--- src/rtl/decoder_scan_sequencer_pkg.sv ---
// Shared definitions for the decoder scan sequencer: FSM state encoding and
// default widths.
package decoder_scan_sequencer_pkg;

    localparam int DEF_SEL_W   = 3;
    localparam int DEF_DWELL_W = 8;
    localparam int DEF_CNT_W   = 8;
    localparam int NUM_CH      = 2 ** DEF_SEL_W;

    typedef enum logic {
        IDLE = 1'b0,
        SCAN = 1'b1
    } state_t;

endpackage

--- src/rtl/decoder_scan_sequencer_next_channel_finder.sv ---
// Combinational channel search: next enabled channel after the current one
// (circular), a wrap flag, and the lowest enabled channel.
module next_channel_finder
    import decoder_scan_sequencer_pkg::*;
#(
    parameter int SEL_W = DEF_SEL_W
) (
    input  logic [SEL_W-1:0]      i_sel,
    input  logic [2**SEL_W-1:0]   i_mask,
    output logic [SEL_W-1:0]      o_next,
    output logic                  o_wrapped,
    output logic [SEL_W-1:0]      o_lowest
);

    localparam int N_CH = 2 ** SEL_W;

    always_comb begin
        logic             w_found;
        logic [SEL_W-1:0] w_idx;
        // NOTE: every output and temporary gets a default first so no path leaves them unassigned (no latch).
        o_next  = i_sel;
        w_found = 1'b0;
        w_idx   = '0;
        // k == N_CH truncates to i_sel itself, which covers the single-channel case.
        for (int k = 1; k <= N_CH; k++) begin
            w_idx = i_sel + SEL_W'(k);
            if (!w_found && i_mask[w_idx]) begin
                o_next  = w_idx;
                w_found = 1'b1;
            end
        end
    end

    assign o_wrapped = (o_next <= i_sel);

    always_comb begin
        o_lowest = '0;
        for (int i = N_CH - 1; i >= 0; i--) begin
            if (i_mask[i]) o_lowest = SEL_W'(i);
        end
    end

endmodule

--- src/rtl/decoder_scan_sequencer.sv ---
// Scans the enabled decoder channels in ascending order, holding each for
// dwell+1 cycles, with wrap pulse and saturating full-scan counter.
module decoder_scan_sequencer
    import decoder_scan_sequencer_pkg::*;
#(
    parameter int SEL_W   = DEF_SEL_W,
    parameter int DWELL_W = DEF_DWELL_W,
    parameter int CNT_W   = DEF_CNT_W
) (
    input  logic                 clk,
    input  logic                 rst,
    input  logic                 start,
    input  logic                 stop,
    input  logic [DWELL_W-1:0]   dwell,
    input  logic [2**SEL_W-1:0]  mask,
    output logic [SEL_W-1:0]     sel,
    output logic                 sel_valid,
    output logic                 busy,
    output logic                 wrap,
    output logic [CNT_W-1:0]     scan_cnt
);

    state_t               r_state;
    logic [2**SEL_W-1:0]  r_mask;
    logic [DWELL_W-1:0]   r_dwell;
    logic [DWELL_W-1:0]   r_dwell_cnt;
    logic [SEL_W-1:0]     r_sel;
    logic                 r_sel_valid;
    logic                 r_busy;
    logic                 r_wrap;
    logic [CNT_W-1:0]     r_scan_cnt;

    logic [2**SEL_W-1:0]  w_find_mask;
    logic [SEL_W-1:0]     w_next;
    logic                 w_wrapped;
    logic [SEL_W-1:0]     w_lowest;

    // In IDLE the live mask feeds the finder so the first channel is ready on the start edge.
    assign w_find_mask = (r_state == IDLE) ? mask : r_mask;

    next_channel_finder #(.SEL_W(SEL_W)) u_finder (
        .i_sel     (r_sel),
        .i_mask    (w_find_mask),
        .o_next    (w_next),
        .o_wrapped (w_wrapped),
        .o_lowest  (w_lowest)
    );

    // NOTE: all state here is updated with non-blocking assignments so every register sees pre-edge values.
    always_ff @(posedge clk) begin
        if (rst) begin
            r_state     <= IDLE;
            r_mask      <= '0;
            r_dwell     <= '0;
            r_dwell_cnt <= '0;
            r_sel       <= '0;
            r_sel_valid <= 1'b0;
            r_busy      <= 1'b0;
            r_wrap      <= 1'b0;
            r_scan_cnt  <= '0;
        end else begin
            case (r_state)
                IDLE: begin
                    r_sel       <= '0;
                    r_sel_valid <= 1'b0;
                    r_busy      <= 1'b0;
                    r_wrap      <= 1'b0;
                    if (start && !stop && (mask != '0)) begin
                        r_state     <= SCAN;
                        r_mask      <= mask;
                        r_dwell     <= dwell;
                        r_dwell_cnt <= '0;
                        r_scan_cnt  <= '0;
                        r_sel       <= w_lowest;
                        r_sel_valid <= 1'b1;
                        r_busy      <= 1'b1;
                    end
                end
                SCAN: begin
                    if (stop) begin
                        r_state     <= IDLE;
                        r_sel       <= '0;
                        r_sel_valid <= 1'b0;
                        r_busy      <= 1'b0;
                        r_wrap      <= 1'b0;
                    end else if (r_dwell_cnt == r_dwell) begin
                        r_dwell_cnt <= '0;
                        r_sel       <= w_next;
                        r_wrap      <= w_wrapped;
                        if (w_wrapped && (r_scan_cnt != '1))
                            r_scan_cnt <= r_scan_cnt + 1'b1;
                    end else begin
                        r_dwell_cnt <= r_dwell_cnt + 1'b1;
                        r_wrap      <= 1'b0;
                    end
                end
                default: r_state <= IDLE;
            endcase
        end
    end

    assign sel       = r_sel;
    assign sel_valid = r_sel_valid;
    assign busy      = r_busy;
    assign wrap      = r_wrap;
    assign scan_cnt  = r_scan_cnt;

endmodule

--- config.mk ---
export PLATFORM = sky130hd
export DESIGN_NAME = decoder_scan_sequencer
export DESIGN_NICKNAME = d
export VERILOG_FILES = /design/src/rtl/decoder_scan_sequencer_pkg.sv /design/src/rtl/decoder_scan_sequencer_next_channel_finder.sv /design/src/rtl/decoder_scan_sequencer.sv
export SDC_FILE = /design/constraint.sdc
export NUM_CORES = 1
export LEC_CHECK = 0
export ABC_AREA = 1
export CAP_MARGIN = 10
export CELL_PAD_IN_SITES_DETAIL_PLACEMENT = 1
export CELL_PAD_IN_SITES_GLOBAL_PLACEMENT = 2
export CORE_MARGIN = 4
export CORE_UTILIZATION = 27
export DETAILED_ROUTE_END_ITERATION = 8
export PLACE_DENSITY = 0.76
export SYNTH_ARGS = -nofsm -noshare
export SYNTH_HDL_FRONTEND = slang
export SYNTH_SLANG_ARGS = --single-unit
export TNS_END_PERCENT = 5
--- constraint.sdc ---
create_clock -name clk -period 3.5 [get_ports clk]
set_input_delay 0.35 -clock clk [delete_from_list [all_inputs] [get_ports clk]]
set_output_delay 0.35 -clock clk [all_outputs]
set_load 0.01 [all_outputs]
# After elaboration in Yosys (flattened, before gate mapping)
# Cells that the tools add are included.
word_totals:
  register_bits: 38
  output_inout_bits: 14
  input_bits: 20
classes:
  reduce_logical: 22
  eq_ne: 8
  addsub: 9
  magnitude_cmp: 9
  mux: 60
  n_bitwise: 1
op_table:
  columns: ["operator", "n"]
  rows:
  - ["2-to-1 mux 3 bit", 19]
  - ["2-to-1 mux 8 bit", 7]
  - ["< comparator 3 x 4 -> 1 bit (second input constant)", 8]
  - ["one-hot mux 8 bit (2 select lines)", 2]
  - ["binary-select mux 1 bit (select 3 bit)", 8]
  - ["2-to-1 mux 1 bit", 20]
  - ["adder 8 x 1 -> 8 bit (second input constant)", 2]
  - ["adder 3 bit (second input constant)", 4]
  - ["logical AND 1 bit", 10]
  - ["equality test 8 bit", 1]
  - ["logical NOT 1 bit", 8]
  - ["!= test 8 bit (second input constant)", 1]
  - ["nonzero test 8 bit", 1]
  - ["adder 3 x 2 -> 3 bit (second input constant)", 2]
  - ["!= test 2 x 1 -> 1 bit (second input constant)", 3]
  - ["one-hot mux 1 bit (2 select lines)", 3]
  - ["one-hot mux 3 bit (2 select lines)", 1]
  - ["!= test 2 bit (second input constant)", 2]
  - ["AND reduction 2 bit", 2]
  - ["AND reduction 4 bit", 1]
  - ["adder 3 x 1 -> 3 bit (second input constant)", 1]
  - ["less-or-equal comparator 3 bit", 1]
  - ["!= test 3 x 2 -> 1 bit (second input constant)", 1]
  - ["inverter 1 bit", 1]

# Logic depth before layout (Yosys ltp)
depth:
  depth_word: 31
  mapped_depth: 29
  mapped_depth_nobuf: 28

# Cells and area by module
# A second synthesis with hierarchy kept.
hier_totals:
  hier_cells: 462
  area_unflattened_um2: 2869.0
by_module_without_submodules:
  columns: ["mod", "area_per_inst_um2", "seq_area_each_um2", "instances", "cells_per_inst"]
  rows:
  - ["decoder_scan_sequencer", 1981.9, 760.7, 1, 295]
  - ["next_channel_finder", 887.1, 0.0, 1, 167]

# Worst setup path after synthesis
# No wires, ideal clock.
synth_timing:
  kind: "register to register"
  from: "reg r_sel[0] (netlist: sel[0])"
  to: "reg r_scan_cnt[7] (netlist: scan_cnt[7])"
  synth_period_minus_slack_ns: 3.531
  stages_incl_launch_ff: 27
  path_slack_ns: -0.031
  arrival_time_ns: 3.413
  setup_time_ns: 0.119
  t_required_ns: 3.381
  path_cell_list: "dfxtp_1 > inv_1 > buf_4 > ha_1 > inv_1 > nand3_1 > nand2_1 > nand2_2 > nand2_4 > inv_4 > nand4_4 > nor2_2 > nand3_2 > clkinv_1 > nand2_1 > a21boi_0 > ha_1 > a21oi_1 > o21ai_0 > nand2_1 > nand2_1 > nand2_1 > nand3_2 > nor2_2 > nand3_1 > nor3b_1 > nor2_1"
synth_via:
  elab_chain_len: 29
  elab_cells_between_ends: 56
  classes_between: "add/sub (7); order compare (1); eq/ne (1); mux (31); reduce/logical (16)"
synth_lines:
  columns: ["item", "line_no", "source"]
  rows:
  - ["start: declaration", "decoder_scan_sequencer.sv:27", "logic [SEL_W-1:0] r_sel;"]
  - ["start signal: assignment", "decoder_scan_sequencer.sv:74", "r_sel <= w_lowest;"]
  - ["start signal: assignment", "decoder_scan_sequencer.sv:88", "r_sel <= w_next;"]
  - ["adder 3 x 1 -> 3 bit", "decoder_scan_sequencer_next_channel_finder.sv:26", "w_idx = i_sel + SEL_W'(k);"]
  - ["binary-select mux 1 bit (select 3 bit)", "decoder_scan_sequencer_next_channel_finder.sv:27", "if (!w_found && i_mask[w_idx]) begin"]
  - ["2-to-1 mux 1 bit (implied by the code)", "decoder_scan_sequencer_next_channel_finder.sv:27", null]
  - ["2-to-1 mux 1 bit", "decoder_scan_sequencer_next_channel_finder.sv:27", null]
  - ["logical NOT 1 bit", "decoder_scan_sequencer_next_channel_finder.sv:27", null]
  - ["logical AND 1 bit", "decoder_scan_sequencer_next_channel_finder.sv:27", null]
  - ["2-to-1 mux 1 bit", "decoder_scan_sequencer_next_channel_finder.sv:27", null]
  - ["logical NOT 1 bit", "decoder_scan_sequencer_next_channel_finder.sv:27", null]
  - ["(+13 left out)", null, null]
  - ["2-to-1 mux 1 bit", "decoder_scan_sequencer_next_channel_finder.sv:27", null]
  - ["logical NOT 1 bit", "decoder_scan_sequencer_next_channel_finder.sv:27", null]
  - ["logical AND 1 bit", "decoder_scan_sequencer_next_channel_finder.sv:27", null]
  - ["2-to-1 mux 3 bit", "decoder_scan_sequencer_next_channel_finder.sv:27", null]
  - ["less-or-equal comparator 3 bit *", "decoder_scan_sequencer_next_channel_finder.sv:34", "assign o_wrapped = (o_next <= i_sel);"]
  - ["logical AND 1 bit *", "decoder_scan_sequencer.sv:90", "if (w_wrapped && (r_scan_cnt != '1))"]
  - ["!= test 2 x 1 -> 1 bit (no line) *", null, null]
  - ["AND reduction 4 bit (no line) *", null, null]
  - ["end signal: assignment", "decoder_scan_sequencer.sv:91", "r_scan_cnt <= r_scan_cnt + 1'b1;"]
  - ["end: declaration", "decoder_scan_sequencer.sv:31", "logic [CNT_W-1:0] r_scan_cnt;"]
# Every way passes the cells marked *; elsewhere a longest branch is shown, timed or not. The select of a mux whose other input is x is not followed.
# A chain may end at the register's enable or synchronous reset.

# Final worst setup path
layout_timing:
  from: "reg r_sel[1] (netlist: sel[1])"
  to: "reg r_scan_cnt[7] (netlist: scan_cnt[7])"
# The elaborated chain is that of the path after synthesis.

==> results.md <==
* Number of flops mapped to enable cells by yosys at 0
* # DRC at 0
* Synth cell count leaders: nand2_1 (100), nand3_1 (50), nor2_1 (47), dfxtp_1 (38), inv_1 (34)
* Max Fclk at 0.3069 GHz
* Core area at 9284 µm²
* R2r setup slk at 0.24 ns
* Fillers at 1224
* Die height at 105.8 µm
* CP Launch Type: flip-flop
* Part of the power in the clock network at 28.4%
* Cell mode on critical path: nand2_1
* Hold Buf Count CTS at 0
* Slew Limit Headroom at 49.31%
* Comb pwr share at 37.6%
* Critical Path End Type: flip-flop
* Post-synth top area cell: dfxtp_1
* Reg2reg path depth at 26
* CTS root buffer: clkbuf_8
* Die area at 11200 µm²
* Latest clock arrival within the worst-skew pair at 0.29 ns
* # diodes at 0
* GRT Util Overall at 14.87%
* Starting Density at 27.84%
* Leak pwr at 0.001432 µW
* Min Tclk post-route at 3.258 ns
* Crit path from: sel[1]
* FF-to-FF Start: sel[1]
* Ys async rst share at 0%
* CP Buf/Inv Count at 4
* DP Wirelength at 6491 µm
* Net count after synthesis at 430
* Max-slew violations at 0
* Layout area overhead at 36.64%
* CTS tree: yes
* Worst Setup EP: scan_cnt[7]
* Crit path max fanout at 5
* CTS HTree Levels at 2
* Tightest Pin Transition at 0.7575 ns
* Vias in the first global route at 2983
* Initial antenna violation count at 0
* CP delay by family, top: simple AND/OR/NAND/NOR gates
* Worst Hold Class: reg2reg
* FF-to-FF End: scan_cnt[7]
* Wire per inst at 13.62 µm
* Largest net degree at the start of global routing at 22
* Placer Congestion at 0.8115
* Number of max-cap violations at 0
* Worst slack at placement at -0.1317 ns
* Top_reg_cell synth: dfxtp_1
* PD cells at 387.2 nW/µm²
* Clock Path Buffers at 2
* Crit path arrival time at 3.50 ns
* Router iterations before antenna repair at 4
* Yosys cell types at 39
* Grt total ovfl at 0
* # setup viols final at 0
* Worst path required time at 3.74 ns
* Fin. Hold Viols at 0
* Port Buffers at 33
* Final wirelength at 8105 µm
* Maximum vdd ir drop at 0.2014 mV
* Antenna Violating Nets Remaining at 0
* Reg power frac at 34.0%
* Ranking of synthesized cells by area: dfxtp_1 (29%), nand2_1 (15%), nand3_1 (9.7%)
* Cell Rows at 35
* Post-synthesis register bit count at 38
* Delay of the slowest critical-path stage at 0.35 ns
* Die width at 105.8 µm
* Yosys warns at 0
* Worst path slowest cell: dfxtp_2
* Final Skew at 0.008291 ns
* Post-Syn Area at 2585 µm²
* Outcome: finished, final reports clean
* Switching share of power at 35.30%
* CTS buffer count at 5
* Stages on the worst setup path at 26
* WS Path Type: reg2reg
* CTS clk-pin slew, worst paths at 0.09 ns
* First-pass GRT wire length at 14030 µm
* Drt initial violations at 61
* Nets at 492
* Worst Setup Slack, final at 0.2415 ns
* Via count at 2823
* Sw Pwr at 482.7 µW
* Sequential-to-total area share from yosys stat at 29.43%
* Sink Count at 38
* Final period util at 93.10%
* Post-Synthesis Cells at 403
* Worst hold slack at 0.4719 ns
* Most common cell in the synthesized netlist: nand2_1
* Post-synth top area share at 29.43%
* Mean post-synth cell area at 6.414 µm²
* Power Internal at 884.9 µW
* Via density at 4.745
* Io pins at 34
* Design Power at 1368 µW
* Fraction of layout cells with a size suffix above 1 at 19.31%
## metal layers
layer  vias to the layer above  part of all wire (%)  track usage (%)
li1                       1445                     -                -
met2                        33                    49            26.55
met4                         0                  0.38            1.388
met5                         -                     0                0
met3                         5                   2.3            2.082
met1                      1340                    48            19.68
## power groups by stage
stage          sequential, µW  combinational [µW]  clock [µW]
3_5_place_dp              475                 457           0
6_report                  466                 514         388
2_1_floorplan             475                 298           0
5_1_grt                   469                 577         419
4_1_cts                   465                 460         400
3_3_place_gp              474                 448           0
## cells by family after synthesis
family                     count (synthesis)  synth area share (%)
AOI/OAI and AO/OA                         61                 12.97
xor gates and xnor gates                  13                 4.405
adders and majority gates                  7                 3.388
buffers and inverters                     50                 8.132
DFF                                       38                 29.43
and+or+nand+nor                          234                 41.67
## metrics by stage
stage	instances	TNS (ns)	cell area, µm²	utilization [%]
2_1_floorplan	403	0	2586	-
3_3_place_gp	581	-0.05475	3219	34.68
3_5_place_dp	581	-0.3549	3219	34.68
4_1_cts	589	0	3338	35.96
5_1_grt	595	-0.02850	3532	38.05
6_report	595	0	3532	38.05
## worst min-delay path: cells and delay by family, from the launching register on
kind | cells | cell delay (ns)
flops | 1 | 0.32
compound gates | 1 | 0.05
simple gates | 1 | 0.06
## how the worst min path moves through the flow
stage | slack, ns | cells after the start | endpoint | startpoint
global placement | 0.46 | 2 | r_mask[6] | r_mask[6]
CTS | 0.48 | 2 | r_mask[6] | r_mask[6]
finish | 0.47 | 2 | r_mask[6] | r_mask[6]
global route | 0.50 | 2 | r_mask[6] | r_mask[6]
detailed placement | 0.47 | 2 | r_mask[6] | r_mask[6]
floorplan | 0.45 | 2 | r_mask[6] | r_mask[6]
## registers in the layout, summed over array words and instances (netlist names)
name and count:
r_mask 8, scan_cnt 8, sel 3, busy 1, r_dwell 8, wrap 1, r_dwell_cnt 8, r_state 1
## what timing repair did
item                       CTS  global route
pin swaps                    0            11
gates resized for setup      1            45
setup buffers                0             6
setup endpoints to repair    1             8
## final cells by class
| type | instances | area (µm²) | area share [%] |
|---|---|---|---|
| multi-input combinational | 315 | 1742 | 49.31 |
| clock buffer | 5 | 68.82 | 1.948 |
| tap | 129 | 161.4 | 4.570 |
| sequential | 38 | 764.5 | 21.64 |
| clock inverter | 3 | 45.04 | 1.275 |
| inverter | 39 | 148.9 | 4.215 |
| timing repair buffer | 66 | 601.8 | 17.04 |
## cell usage in the layout, fill, tap and decap left out, types with 3 or more instances in the layout
cell | synthesis | routed
a21oi_1 | 18 | 17
clkbuf_8 | 0 | 5
nor2_4 | 2 | 4
nand3_1 | 50 | 47
buf_4 | 5 | 29
inv_2 | 3 | 8
dfxtp_1 | 38 | 35
nand4_1 | 4 | 4
ha_1 | 7 | 5
buf_6 | 0 | 3
nand3_2 | 2 | 3
nor3_1 | 5 | 4
nor2_1 | 47 | 45
o21ai_1 | 3 | 6
and2_1 | 7 | 7
dfxtp_2 | 0 | 3
nand2_1 | 100 | 93
o21ai_0 | 27 | 24
nand2_2 | 5 | 10
nand2_4 | 1 | 3
nor2_2 | 3 | 3
inv_1 | 34 | 30
clkdlybuf4s50_1 | 0 | 33
a211oi_1 | 4 | 3
xnor2_1 | 11 | 11
Note: power is estimated with default switching activity, not from simulation.
